**src/rtl/mm_arbiter_if.sv**
```systemverilog
// rtl/mm_arbiter_if.sv - requester, result and multiplier signals of the matrix-multiply arbiter
interface mm_arbiter_if;
  logic        req0;
  logic        req1;
  logic [31:0] a0;
  logic [31:0] a1;
  logic [31:0] b0;
  logic [31:0] b1;
  logic        gnt0;
  logic        gnt1;
  logic [67:0] res;
  logic        res_valid;
  logic        res_id;
  logic        err;
  logic        mm_start;
  logic [7:0]  mm_A;
  logic [7:0]  mm_B;
  logic [16:0] mm_out;
  logic        mm_out_strobe;

  modport slave (
    input  req0, req1, a0, a1, b0, b1, mm_out, mm_out_strobe,
    output gnt0, gnt1, res, res_valid, res_id, err, mm_start, mm_A, mm_B
  );

  modport master (
    output req0, req1, a0, a1, b0, b1, mm_out, mm_out_strobe,
    input  gnt0, gnt1, res, res_valid, res_id, err, mm_start, mm_A, mm_B
  );
endinterface

```
**src/rtl/mm_arbiter.sv**
```systemverilog
// rtl/mm_arbiter.sv - round-robin arbiter that streams 2x2 byte matrices to a multiplier and collects its result
module mm_arbiter #(
  parameter int TIMEOUT = 64
) (
  input  logic        clk,
  input  logic        RST,
  mm_arbiter_if.slave bus
);
  localparam int WW = $clog2(TIMEOUT + 1);

  typedef enum logic [1:0] {IDLE, LOAD, WAIT, DONE} state_t;

  state_t        state, state_nxt;
  logic [1:0]    ld_cnt;
  logic [2:0]    st_cnt, st_cnt_nxt;
  logic [WW-1:0] wait_cnt;
  logic          owner, last_gnt, win, timeout, strobe_ok;
  logic [31:0]   a_q, b_q;
  logic [67:0]   acc, acc_nxt, res_q;
  logic          res_id_q, err_q;

  always_comb begin
    state_nxt  = state;
    timeout    = 1'b0;
    strobe_ok  = bus.mm_out_strobe && (state == LOAD || state == WAIT) && (st_cnt < 3'd4);
    st_cnt_nxt = st_cnt + {2'b00, strobe_ok};
    acc_nxt    = acc;
    if (strobe_ok) acc_nxt[17*st_cnt[1:0] +: 17] = bus.mm_out;
    // a tie goes to whichever requester was not granted last
    win = (bus.req0 && bus.req1) ? ~last_gnt : bus.req1;
    case (state)
      IDLE: if (bus.req0 || bus.req1) state_nxt = LOAD;
      LOAD: if (ld_cnt == 2'd3) state_nxt = (st_cnt_nxt == 3'd4) ? DONE : WAIT;
      WAIT: begin
        if (st_cnt_nxt == 3'd4) begin
          state_nxt = DONE;
        end else if (wait_cnt == WW'(TIMEOUT - 1)) begin
          state_nxt = DONE;
          timeout   = 1'b1;
        end
      end
      DONE: state_nxt = IDLE;
      default: state_nxt = IDLE;
    endcase
  end

  always_ff @(posedge clk) begin
    if (RST) begin
      state    <= IDLE;
      ld_cnt   <= '0;
      st_cnt   <= '0;
      wait_cnt <= '0;
      owner    <= 1'b0;
      last_gnt <= 1'b1;
      a_q      <= '0;
      b_q      <= '0;
      acc      <= '0;
      res_q    <= '0;
      res_id_q <= 1'b0;
      err_q    <= 1'b0;
    end else begin
      state  <= state_nxt;
      st_cnt <= st_cnt_nxt;
      acc    <= acc_nxt;
      case (state)
        IDLE: if (state_nxt == LOAD) begin
          owner    <= win;
          last_gnt <= win;
          a_q      <= win ? bus.a1 : bus.a0;
          b_q      <= win ? bus.b1 : bus.b0;
          ld_cnt   <= '0;
          st_cnt   <= '0;
          wait_cnt <= '0;
          acc      <= '0;
        end
        LOAD: ld_cnt <= ld_cnt + 2'd1;
        WAIT: wait_cnt <= wait_cnt + WW'(1);
        default: ;
      endcase
      // result register only moves on completion so it holds between pulses
      if (state != DONE && state_nxt == DONE) begin
        res_q    <= timeout ? '0 : acc_nxt;
        res_id_q <= owner;
        err_q    <= timeout;
      end
    end
  end

  assign bus.gnt0      = (state == LOAD) && (ld_cnt == 2'd0) && !owner;
  assign bus.gnt1      = (state == LOAD) && (ld_cnt == 2'd0) && owner;
  assign bus.mm_start  = (state == LOAD);
  assign bus.mm_A      = (state == LOAD) ? a_q[8*ld_cnt +: 8] : 8'd0;
  assign bus.mm_B      = (state == LOAD) ? b_q[8*ld_cnt +: 8] : 8'd0;
  assign bus.res       = res_q;
  assign bus.res_id    = res_id_q;
  assign bus.res_valid = (state == DONE);
  assign bus.err       = (state == DONE) && err_q;
endmodule

```
**src/flat_wrapper.sv**
```systemverilog
// flat-port wrapper written by rule: the top's interface ports become plain ports
module mm_arbiter_flat 
#(
  parameter int TIMEOUT = 64
)
  (clk, RST, bus_req0, bus_req1, bus_a0, bus_a1, bus_b0, bus_b1, bus_mm_out, bus_mm_out_strobe, bus_gnt0, bus_gnt1, bus_res, bus_res_valid, bus_res_id, bus_err, bus_mm_start, bus_mm_A, bus_mm_B);
  mm_arbiter_if bus_i ();
  input  logic clk;
  input  logic RST;
  input wire logic [$bits(bus_i.req0)-1:0] bus_req0;
  input wire logic [$bits(bus_i.req1)-1:0] bus_req1;
  input wire logic [$bits(bus_i.a0)-1:0] bus_a0;
  input wire logic [$bits(bus_i.a1)-1:0] bus_a1;
  input wire logic [$bits(bus_i.b0)-1:0] bus_b0;
  input wire logic [$bits(bus_i.b1)-1:0] bus_b1;
  input wire logic [$bits(bus_i.mm_out)-1:0] bus_mm_out;
  input wire logic [$bits(bus_i.mm_out_strobe)-1:0] bus_mm_out_strobe;
  output wire logic [$bits(bus_i.gnt0)-1:0] bus_gnt0;
  output wire logic [$bits(bus_i.gnt1)-1:0] bus_gnt1;
  output wire logic [$bits(bus_i.res)-1:0] bus_res;
  output wire logic [$bits(bus_i.res_valid)-1:0] bus_res_valid;
  output wire logic [$bits(bus_i.res_id)-1:0] bus_res_id;
  output wire logic [$bits(bus_i.err)-1:0] bus_err;
  output wire logic [$bits(bus_i.mm_start)-1:0] bus_mm_start;
  output wire logic [$bits(bus_i.mm_A)-1:0] bus_mm_A;
  output wire logic [$bits(bus_i.mm_B)-1:0] bus_mm_B;
  assign bus_i.req0 = bus_req0;
  assign bus_i.req1 = bus_req1;
  assign bus_i.a0 = bus_a0;
  assign bus_i.a1 = bus_a1;
  assign bus_i.b0 = bus_b0;
  assign bus_i.b1 = bus_b1;
  assign bus_i.mm_out = bus_mm_out;
  assign bus_i.mm_out_strobe = bus_mm_out_strobe;
  assign bus_gnt0 = bus_i.gnt0;
  assign bus_gnt1 = bus_i.gnt1;
  assign bus_res = bus_i.res;
  assign bus_res_valid = bus_i.res_valid;
  assign bus_res_id = bus_i.res_id;
  assign bus_err = bus_i.err;
  assign bus_mm_start = bus_i.mm_start;
  assign bus_mm_A = bus_i.mm_A;
  assign bus_mm_B = bus_i.mm_B;
  mm_arbiter #(.TIMEOUT(TIMEOUT)) u_core (.clk(clk), .RST(RST), .bus(bus_i));
endmodule
```
**config.mk**
```make
export PLATFORM = sky130hd
export DESIGN_NAME = mm_arbiter_flat
export DESIGN_NICKNAME = d
export VERILOG_FILES = /design/src/rtl/mm_arbiter_if.sv /design/src/rtl/mm_arbiter.sv /design/src/flat_wrapper.sv
export SDC_FILE = /design/constraint.sdc
export NUM_CORES = 1
export LEC_CHECK = 0
export BUFFER_PORTS_ARGS = -buffer_cell sky130_fd_sc_hd__buf_2
export CORE_AREA = 3 3 142 144
export CTS_BUF_LIST = sky130_fd_sc_hd__clkbuf_4 sky130_fd_sc_hd__clkbuf_8
export DETAILED_ROUTE_END_ITERATION = 12
export DIE_AREA = 0 0 145 147
export GPL_ROUTABILITY_DRIVEN = 0
export PLACE_DENSITY_LB_ADDON = 0.05
export REMOVE_ABC_BUFFERS = 1
export SYNTH_ARGS = -nofsm -noshare
export SYNTH_HDL_FRONTEND = slang
export SYNTH_SLANG_ARGS = --single-unit
```
**constraint.sdc**
```tcl
create_clock -name clk -period 2.9 [get_ports clk]
set_clock_uncertainty 0.05 [all_clocks]
set_input_delay 0.435 -clock clk [delete_from_list [all_inputs] [get_ports clk]]
set_output_delay 0.435 -clock clk [all_outputs]
set_load 0.05 [all_outputs]
```
==> reports/summary.txt <==
Status: complete, no violations
First-pass GRT wire length: 42,260 um
Layout cells sized above 1: 0.3183
Hold Path Class: primary input to flip-flop
Starting Density: 0.5037
Post-route antenna net violation count: 0
Avg Synthesized Cell Area: 9.344 um^2
Crit Path Category: flip-flop to flip-flop
# rows: 50
Root buffer cell: clkbuf_8
Sw frac: 0.2710
Clock power frac: 0.393
Max-cap violations: 0
Clock Pin Slew Worst Setup and Hold Paths: 60 ps
Flop-to-flop setup slack: 110 ps
Worst setup path start: u_core.state[0]
Via/cell ratio: 5.517
Mux share of post-synthesis cell area: 0.1077
Area leader, netlist: dfxtp_1
Worst slew margin: 0.4867
Data required, critical path: 3210 ps
Synth warn: 0
H-Tree Level Count: 2
Cts bufs inserted: 38
Largest net degree at the start of global routing: 70
Sequential fraction of the synthesis area: 0.4602
Routed WL: 26,700 um
CP Max Fanout: 8
Vias: 8,524
Total gr overflow: 0
Worst R2R Path Depth: 12
Layout Utilization: 0.6478
Flop pwr share: 0.435
Post-Synth Simple-Gate Area: 0.1544
Max VDD drop: 0.2649 mV
Dpl hpwl: 17,480 um
Filler Cell Count: 1,631
Placed Area: 11,120 um^2
Crit path to: u_core.b_q[16]
Design Area, Final: 12,200 um^2
Area Overhead vs Synth: 28.63%
Synth Flop Type: dfxtp_1
Die height: 147 um
Critical Path Sink Type: flip-flop
WP data arrival: 3100 ps
Latest clock arrival within the worst-skew pair: 520 ps
Final setup fails: 0
Final period utilization: 0.9623
Drc violations: 0
#FFs+latches synth: 218
Gate Count Post-Synth: 1,015
F_max: 358.4 MHz
Startpoint Class: flip-flop
Compound-Gate Fraction of Synth Area: 0.2075
Final Hold Viols: 0
Synth unique cells: 50
Router iterations before antenna repair: 6
Netlist Area Pre-Place: 9484 um^2
PwrDens: 607.3 nW/um^2
Vias in the first global route: 8,203
Multi-input gate area: 4810 um^2
Int Pwr: 5.401 mW
CTS tree: built
Core area: 18,830 um^2
Port Buffers: 239
Largest family of logic cells by synthesized area: compound AO/OA/AOI/OAI gates
Worst flop-to-flop path endpoint: u_core.b_q[16]
Total track usage: 0.2360
Max clock buf depth: 3
Initial antenna violation count: 1
Fraction of registers with async set/reset: 0
Die X: 145 um
Worst R2R Start: u_core.state[0]
ANT cells: 0
Worst Max-Slew Pin Slew: 770.0 ps
Post-CTS Hold Buffers: 0
Number of DRC markers in iteration 0: 432
Adder-Cell Fraction of Synth Area: 0.01979
Synth Area in XOR/XNOR: 0.0009235
Top post-synthesis cells by area: dfxtp_1 46%, a21oi_1 7.5%, mux2i_1 7.0%
Synth top area share: 0.4602
Psw: 2.008 mW
Logic pwr share: 0.172
Non-Filler Instances: 1,545
Fin crit period: 2791 ps
Leakage power: 5.277 nW
I/O pin cnt: 240
Flip-flop and latch area: 4365 um^2
Wire per inst: 17.28 um
Clock sinks: 218
Die area: 21,320 um^2
Fin nets: 1,423
Inst Count DP: 1,465
EDFF count, synth: 0
RSZ-0062 raised after global routing: no
Slew Viols, Final: 0
-- power by group through the flow --
stage	combinational (mW)	sequential (mW)	clock (mW)
global route	1.38	3.24	3.13
global placement	1.15	3.28	0
floorplan	0.754	3.28	0
finish	1.27	3.23	2.91
CTS	1.18	3.22	2.98
detailed placement	1.17	3.29	0
-- cells by family after synthesis --
logic type / after synthesis
AO/OA/AOI/OAI: 308
AND/OR/NAND/NOR: 281
buffers and inverters: 110
adder cells (fa/ha/maj): 15
XOR/XNOR: 1
flip-flops: 218
multiplexers: 82
-- routing by layer --
metal / GRT usage / share of wire / up-vias
met5: 0 / 0.00067 / -
met1: 0.3046 / 0.43 / 3983
met2: 0.3939 / 0.48 / 256
met3: 0.06231 / 0.065 / 35
met4: 0.06651 / 0.019 / 2
li1: - / - / 4248
-- placed cells by master, fill, tap and decap left out, drive strengths merged, types with 6 or more instances in the layout --
master,netlist,routed
mux4,16,16
dfxtp,218,218
and2,22,22
nor3,6,6
nand3,78,78
clkbuf,54,62
nor2,81,81
a211oi,64,64
a21oi,142,142
ha,15,15
o31ai,72,72
buf,44,298
and3,69,69
mux2i,66,66
nand2,10,10
inv,12,12
-- per-stage QoR --
stage          worst slack [ps]  hold slack (ps)  TNS, ps  total power [mW]
6_report                  109.5            198.6        0             7.409
3_3_place_gp              32.12            400.8        0             4.439
5_1_grt                   4.155            199.9        0             7.748
4_1_cts                   16.33            171.7        0             7.385
2_1_floorplan             -7245            394.9  -939850             4.035
3_5_place_dp             -100.5            406.1    -3625             4.457
-- synth_stat cells (2+ instances only) --
| library cell | n |
|---|---|
| a211o_1 | 2 |
| a211oi_1 | 64 |
| a21oi_1 | 142 |
| a31oi_1 | 5 |
| and2_0 | 4 |
| and2_1 | 18 |
| and3_1 | 69 |
| buf_1 | 7 |
| buf_2 | 34 |
| buf_4 | 2 |
| clkbuf_1 | 54 |
| dfxtp_1 | 218 |
| ha_1 | 15 |
| inv_1 | 11 |
| mux2i_1 | 66 |
| mux4_2 | 16 |
| nand2_1 | 10 |
| nand3_1 | 77 |
| nor2_1 | 81 |
| nor2b_1 | 2 |
| nor3_1 | 6 |
| nor3b_1 | 2 |
| o2111ai_1 | 2 |
| o211ai_1 | 5 |
| o21ai_0 | 3 |
| o31ai_1 | 72 |
| o41ai_1 | 2 |
| or2_2 | 2 |
| or4_1 | 3 |
-- sequential cells by signal, summed over array words and instances (netlist names) --
name and count:
u_core.last_gnt 1, u_core.st_cnt 3, u_core.b_q 32, u_core.a_q 32
u_core.wait_cnt 7, u_core.bus.res_id 1, u_core.ld_cnt 2, u_core.state 2
u_core.owner 1, u_core.err_q 1, u_core.acc 68, u_core.bus.res 68
-- worst min path at each step --
stage	from	to	slack (ps)	cells past startpoint
6_report	bus_b0[30]	u_core.b_q[30]	200	3
3_5_place_dp	u_core.bus.res[12]	u_core.bus.res[12]	410	2
4_1_cts	bus_b0[30]	u_core.b_q[30]	170	3
2_1_floorplan	u_core.acc[49]	u_core.acc[49]	390	2
3_3_place_gp	u_core.bus.res[14]	u_core.bus.res[14]	400	2
5_1_grt	RST	u_core.bus.res_id	200	2
-- worst max-delay path, stage by stage (launching register included) --
cell and delay, ps:
dfxtp_1 310, inv_1 70, ha_2 260, and3b_2 220
ha_4 170, ha_4 160, xnor2_2 150, nor4_4 230
buf_4 170, o311ai_4 130, nor2_4 380, clkbuf_16 240
a211oi_1 70
-- area by class of cell --
type / instances / share of cell area
clock buffer: 60 / 0.06051
clock inverter: 7 / 0.005128
inverter: 12 / 0.003692
multi-input combinational: 688 / 0.3943
sequential: 218 / 0.3578
tap: 260 / 0.02667
timing repair buffer: 300 / 0.1519
-- timing repair --
item                                    in CTS  in global routing
resized for setup                            5                 15
endpoints found under the setup margin      88                172
pin swaps                                    2                  5
gates cloned                                 0                  6
buffers inserted                             1                  6
(Power assumes the default switching activity.)
